<file path="config.mk">
export PLATFORM = sky130hd
export DESIGN_NAME = ca_output_buffer
export DESIGN_NICKNAME = d
export VERILOG_FILES = /design/src/rtl/ca_output_buffer.sv
export SDC_FILE = /design/constraint.sdc
export NUM_CORES = 1
export LEC_CHECK = 0
export ABC_CLOCK_PERIOD_IN_PS = 5690
export CAP_MARGIN = 20
export CORE_UTILIZATION = 55
export DETAILED_ROUTE_END_ITERATION = 16
export PLACE_DENSITY = 0.84
export REMOVE_ABC_BUFFERS = 1
export SLEW_MARGIN = 40
export SYNTH_ARGS = -nofsm -noshare
export SYNTH_HDL_FRONTEND = slang
export SYNTH_SLANG_ARGS = --single-unit
</file>
<file path="constraint.sdc">
create_clock -name clk -period 5.69 [get_ports clk]
set_input_delay 1.138 -clock clk [delete_from_list [all_inputs] [get_ports clk]]
set_output_delay 1.138 -clock clk [all_outputs]
set_load 0.05 [all_outputs]
</file>
<file path="src/rtl/ca_output_buffer.sv">
// rtl/ca_output_buffer.sv - per-subchannel CA egress FIFO with even parity and minimum issue gap
module ca_output_buffer #(
  parameter int CA_WIDTH = 24,
  parameter int DEPTH    = 8,
  parameter int GAP_BITS = 4
) (
  input  logic                         clk,
  input  logic                         rst,
  input  logic                         enable,
  input  logic                         flush,
  input  logic [GAP_BITS-1:0]          min_gap,
  input  logic [CA_WIDTH-1:0]          ca_in,
  input  logic                         ca_valid_in,
  output logic                         ca_ready_out,
  output logic [CA_WIDTH-1:0]          ca_dram_out,
  output logic                         ca_par_out,
  output logic                         ca_valid_dram_out,
  output logic [$clog2(DEPTH+1)-1:0]   fifo_level,
  output logic [31:0]                  issue_count,
  output logic                         gap_stall_flag
);

  localparam int PW = $clog2(DEPTH);
  localparam int LW = $clog2(DEPTH+1);

  typedef enum logic {ARMED, HOLDOFF} state_t;

  state_t                state;
  logic [GAP_BITS-1:0]   gap_cnt;
  logic [PW-1:0]         wr_ptr;
  logic [PW-1:0]         rd_ptr;
  logic [CA_WIDTH-1:0]   mem [DEPTH];
  logic                  full;
  logic                  empty;
  logic                  push;
  logic                  pop;
  logic [CA_WIDTH-1:0]   head;

  assign full         = (fifo_level == LW'(DEPTH));
  assign empty        = (fifo_level == '0);
  assign ca_ready_out = enable & ~flush & ~full;
  assign push         = ca_valid_in & ca_ready_out;
  assign pop          = enable & ~flush & ~empty & (state == ARMED);
  assign head         = mem[rd_ptr];

  // Storage carries no reset; occupancy is tracked solely by the level counter.
  always_ff @(posedge clk) begin
    if (!rst && push) begin
      mem[wr_ptr] <= ca_in;
    end
  end

  always_ff @(posedge clk) begin
    if (rst) begin
      wr_ptr            <= '0;
      rd_ptr            <= '0;
      fifo_level        <= '0;
      state             <= ARMED;
      gap_cnt           <= '0;
      ca_dram_out       <= '0;
      ca_par_out        <= 1'b0;
      ca_valid_dram_out <= 1'b0;
      issue_count       <= '0;
      gap_stall_flag    <= 1'b0;
    end else if (flush) begin
      wr_ptr            <= '0;
      rd_ptr            <= '0;
      fifo_level        <= '0;
      state             <= ARMED;
      gap_cnt           <= '0;
      ca_valid_dram_out <= 1'b0;
      gap_stall_flag    <= 1'b0;
    end else begin
      if (push) begin
        wr_ptr <= wr_ptr + PW'(1);
      end
      if (pop) begin
        rd_ptr            <= rd_ptr + PW'(1);
        ca_dram_out       <= head;
        ca_par_out        <= ^head;
        ca_valid_dram_out <= 1'b1;
        issue_count       <= issue_count + 32'd1;
      end else begin
        ca_valid_dram_out <= 1'b0;
      end
      case ({push, pop})
        2'b10:   fifo_level <= fifo_level + LW'(1);
        2'b01:   fifo_level <= fifo_level - LW'(1);
        default: fifo_level <= fifo_level;
      endcase
      gap_stall_flag <= (state == HOLDOFF) & ~empty;
      // The holdoff countdown runs independently of enable.
      case (state)
        ARMED: begin
          if (pop && (min_gap != '0)) begin
            state   <= HOLDOFF;
            gap_cnt <= min_gap;
          end
        end
        HOLDOFF: begin
          gap_cnt <= gap_cnt - GAP_BITS'(1);
          if (gap_cnt == GAP_BITS'(1)) begin
            state <= ARMED;
          end
        end
        default: state <= ARMED;
      endcase
    end
  end

endmodule

</file>
## After elaboration in Yosys (flattened, before gate mapping)

Memories as Yosys holds them, arrays and structs flattened. A register that Yosys moved wholly into a read port is not among the register bits.
Index checks and enable logic that the tools add are counted.

- Output and inout port bits: 64
- Memories kept: 1
- Bits in writable memories: 192
- Word-level logic and storage cells: 52
- Bits of input ports: 33
- Register bits: 74

- Add/subtract/negate cells: 6
- Reduce and logical (&&, ||, !) cells: 9
- Mux-type cells: 11
- Bitwise gates (word level): 10
- Equality and inequality tests: 5

Memories:

| name | depth | bits a word | read ports | clocked after Yosys merged registers in | write ports | line | source |
|---|---|---|---|---|---|---|---|
| mem | 8 | 24 | 1 | 1 | 1 | 32 | `logic [CA_WIDTH-1:0] mem [DEPTH];` |

Operators by type and width:

| kind | number |
|---|---|
| $add A32 B1 Y32 const B | 1 |
| $reduce_xor A24 Y1 | 1 |
| $pmux W4 S2 | 2 |
| $sub A4 B1 Y4 const B | 2 |
| $add A3 B1 Y3 const B | 2 |
| $and A1 B1 Y1 | 6 |
| $mux W3 | 2 |
| $mux W1 | 5 |
| $add A4 B1 Y4 const B | 1 |
| $eq A4 B1 Y1 const B | 1 |
| $eq A4 B4 Y1 const B | 1 |
| $logic_not A4 Y1 | 1 |
| $mux W4 | 1 |
| $not A1 Y1 | 4 |
| $reduce_bool A4 Y1 | 1 |
| $eq A2 B1 Y1 const B | 1 |
| $eq A2 B2 Y1 const B | 1 |
| $logic_and A1 B1 Y1 | 2 |
| $ne A2 B1 Y1 const B | 1 |
| $pmux W1 S2 | 1 |
| $reduce_and A2 Y1 | 1 |
| $reduce_bool A2 Y1 | 1 |
| $reduce_or A2 Y1 | 1 |
| $logic_not A1 Y1 | 1 |

## Depth between registers and ports, before layout

- Depth after elaboration: 7
- Depth in mapped cells: 11
- Mapped depth without buffers: 11

## Worst setup path after synthesis

OpenSTA, ideal clock, no wires.

- Path type: in2reg
- Start point: in flush
- End point: mem mem[0][0], enable pin
- Buffers on the path: 0
- Library setup time: 0.466 ns
- Arrival: 4.856 ns
- Cell stages on the path: 5
- Slack: 0.368 ns
- Data required time: 5.224 ns
- Cell sequence: nand2b_1 > a21oi_1 > and2_1 > nand2b_1 > nor4_1

- Cells in the longest elaborated chain, start to end: 7

Ends and longest elaborated chain:

| what | line | source |
|---|---|---|
| start: declaration | 10 | `input logic flush,` |
| $not A1 Y1 (no source line) | - |  |
| $and A1 B1 Y1 (2 in a row) | 41 | `assign ca_ready_out = enable & ~flush & ~full;` |
| named net ca_ready_out | 14 | `output logic ca_ready_out,` |
| $and A1 B1 Y1 | 42 | `assign push = ca_valid_in & ca_ready_out;` |
| $logic_and A1 B1 Y1 | 48 | `if (!rst && push) begin` |
| $mux W1 | 48 |  |
| $mux W1 (not written as such) | 49 | `mem[wr_ptr] <= ca_in;` |
| end: declaration | 32 |  |

The timed path passes the listed nets, and every way through them passes these cells.

## Final worst setup path

- Start point: in flush
- End point: out ca_ready_out

- Cells in the longest elaborated chain, start to end: 3

Ends and longest elaborated chain:

| what | line |
|---|---|
| $not A1 Y1 (no source line) | - |
| $and A1 B1 Y1 (2 in a row) | 41 |
| end: declaration | 14 |

No other way between the ends.

==> impl_metrics.toml <==
[critical_path]
critical_path_buf_inv_count = 2
critPathKind = "input pin to output port"
timing.critical_path.from_type = "input pin"
critical-path-top-cell-by-count = "clkdlybuf4s50_1"
peak_fanout_along_the_critical_path = 3
timing.critical_path.to_type = "output port"
cp_top_family = "buffers and inverters"
cp.arrival_ns = 2.78
cp_cell_sequence = "clkdlybuf4s50_1, nand2b_1, a21oi_1, clkdlybuf4s50_1"
cpPeakStageDelay_ns = 0.84
required_ns = 4.55
critical-path-slowest-cell = "clkdlybuf4s50_1"

[synthesis]
synth_sequential_area_ratio = 0.692
synth.avg_cell_area_um2 = 15.3
syn-instance-count = 689
synth.ff_latch_count = 269
synth.cell_area_um2 = 10600
yosys.cell_types.count = 42
yosys_warnings = 0

[sta]
clock.fmax_mhz = 255
final.period_utilization = 0.689
final.setup.worst_slack_ns = 1.77
worst_slew_pin_slew_ns = 0.820
timing.final.max_slew_violations = 0
final_hold_viol_count = 0
final_critical_path_required_period_ns = 3.92
report.final.setup_viol = 0
rsz0062_at_grt = "no"
max_slew_margin = 0.453
skew_ns = 0.00759
timing.hold.ws_ns = 0.500

[placed_design]
buffer_ports.inserted = 96
detailedPlace.worstSlack_ns = 1.70
finalWeightedCongestion = 0.811
hpwlAfterDp_um = 13300

[power]
leakage_power_total_nw = 4.02
max-vdd-ir-drop_mv = 0.253
power_per_cell_area_nw_per_um2 = 304

[clocking]
insertion_delay_ns = 0.53
path_clk_slew_ns = 0.06
ctsRootBufferMaster = "clkbuf_16"
post_cts_setup_bufs = 0
clock_sinks = 269
ctsHtreeMaxLevel = 1
post_cts_hold_buffer_count = 0
cts_tree = "yes"
cts_buffers = 26
postCtsResizedCells = 0
clk_path_buf_depth = 3

[route]
routed-wl-met2_um = 11300
detailroute.via_count = 6206
firstDrtPassIters = 7
detail_route.vias_per_cell = 5.93
antenna_violating_nets_post_route = 0
drc_errors = 0
routedLengthMet1_um = 8950
total_wirelength_um = 22200
route.top_layer_used = "met4"
detail_route.wl_per_cell_um = 21.2
wl_met3_um = 1400
detailedRoute.firstIterationViolations = 496

[global_route]
first_pass_grt_wire_length_um = 34500
grt_start_max_net_pins = 63
overflow = 0
grt_pass1_vias = 6454
antenna_found_initial = 1
grtUsageTotal = 0.230

[layout]
ratio_of_cells_with_drive_above_1_in_the_final_layout = 0.110
layout-area-overhead-vs-synth_pct = 19.2
final_net_count = 833
fillers = 1263
sequential_cell_area_um2 = 7310
multi_input_area_um2 = 3070

[floorplanning]
start_util = 0.563
die_area_um2 = 19800
rows = 50
placeableCoreArea_um2 = 18800
pin_count = 97
die-width_um = 141
die_h_um = 141

[run]
max_cap_viol_count = 0

[status]
outcome = "finished, final reports clean"

[worst_hold_path]
hold_class = "flip-flop to flip-flop"
-- worst register-to-register path: stages, from the launching register on --
cell and delay, ns:
dfxtp_4 0.68, nand2b_1 0.72, o22ai_1 0.16, a21oi_1 0.28
xor2_1 0.28, xnor2_1 0.15, xnor2_1 0.25, xnor3_1 0.49
a211oi_2 0.22
-- metal layers --
metal  global-route usage  vias up
met1                0.286     3083
met3               0.0417       52
met5                    0        -
met4               0.0755        0
li1                     -     2819
met2                0.407      252
-- placed cells by master, fill, tap and decap left out, types with 9 or more instances in the layout --
cell / Yosys / layout
a21oi_1: 37 / 37
xnor2_1: 24 / 24
nand3_1: 10 / 10
nand2_1: 25 / 25
dfxtp_1: 77 / 75
buf_4: 1 / 10
edfxtp_1: 192 / 192
clkinv_2: 0 / 9
mux2i_1: 43 / 43
clkbuf_16: 0 / 26
xor2_1: 28 / 28
nor2_1: 75 / 69
mux4_1: 13 / 13
o22ai_1: 16 / 16
clkdlybuf4s50_1: 0 / 95
a211oi_1: 24 / 24
mux4_2: 19 / 19
-- where the power goes --
part           total (mW)  switching, mW  internal [mW]
clock network        1.61          0.705          0.904
registers            2.10        0.00354           2.10
logic               0.112         0.0662         0.0458
-- registers in the layout (all words and copies together), names as in the netlist, named ones only --
name	cells
ca_dram_out	24
state	1
ca_valid_dram_out	1
issue_count	32
fifo_level	4
gap_stall_flag	1
wr_ptr	3
gap_cnt	4
ca_par_out	1
mem	192
rd_ptr	3
-- cell usage after synthesis --
library cell / count / area share
buf_2: 4 / 0.0019
nand2_1: 25 / 0.0089
inv_1: 7 / 0.0025
and2_1: 1 / 0.00059
a21o_1: 1 / 0.00071
clkinv_1: 1 / 0.00036
and3_1: 5 / 0.0030
buf_4: 1 / 0.00071
nand4_1: 8 / 0.0047
a211oi_1: 24 / 0.017
mux4_1: 13 / 0.032
xnor2_1: 24 / 0.020
and4_1: 3 / 0.0025
nor4_1: 4 / 0.0024
nand3_1: 10 / 0.0047
mux4_2: 19 / 0.041
mux2i_1: 43 / 0.041
or3_1: 7 / 0.0041
edfxtp_1: 192 / 0.55
nor3_1: 3 / 0.0014
clkbuf_2: 1 / 0.00047
clkbuf_1: 16 / 0.0057
nor3b_1: 1 / 0.00071
a21oi_2: 1 / 0.00083
nor2b_1: 4 / 0.0024
buf_1: 6 / 0.0021
xnor3_1: 1 / 0.0021
xor2_1: 28 / 0.023
o21ai_0: 8 / 0.0038
o22ai_1: 16 / 0.0095
o41ai_1: 1 / 0.00083
a21oi_1: 37 / 0.018
a211oi_2: 1 / 0.0012
ha_1: 8 / 0.0095
dfxtp_1: 77 / 0.15
buf_6: 6 / 0.0064
nand3b_1: 1 / 0.00071
nand2b_1: 3 / 0.0018
or3b_2: 1 / 0.00083
fa_1: 1 / 0.0019
or2_2: 1 / 0.00059
nor2_1: 75 / 0.027
-- path summary, 6_finish.rpt --
| kind | startpoint | end | slack, ns | depth (start not counted) |
|---|---|---|---|---|
| max | flush | ca_ready_out | 1.77 | 4 |
| min | ca_dram_out[15] | ca_dram_out[15] | 0.50 | 2 |
| max reg2reg | flip-flop | ca_par_out | 2.38 | 8 |
| min reg2reg | ca_dram_out[15] | ca_dram_out[15] | 0.50 | 2 |
-- per-stage QoR --
step                      instances  instance area, um2   util  setup TNS (ns)  power (mW)
after global routing           1045               12600  0.670               0        3.93
after detailed placement        997               11800  0.628               0        2.26
after CTS                      1045               12600  0.670               0        3.85
after floorplan                 655               10400      -          -21.43        2.19
after global placement          995               11700  0.625               0        2.25
final                          1046               12600  0.671               0        3.83
-- area by class of cell --
cell class | count | share of cell area
timing repair buffer | 108 | 0.0851
antenna | 1 | 0.000199
tap | 234 | 0.0233
multi-input combinational | 378 | 0.244
inverter | 8 | 0.00249
clock inverter | 17 | 0.00954
clock buffer | 31 | 0.0542
sequential | 269 | 0.581
-- kinds of logic after synthesis --
| kind of cell | count (synthesis) | synth area share |
|---|---|---|
| compound gates | 89 | 0.0514 |
| xor+xnor | 53 | 0.0453 |
| fa+ha+maj | 9 | 0.0114 |
| buf+inv | 42 | 0.0201 |
| flops | 269 | 0.692 |
| mux | 75 | 0.114 |
| simple gates | 152 | 0.0660 |
Note: power is estimated with default switching activity, not from simulation.
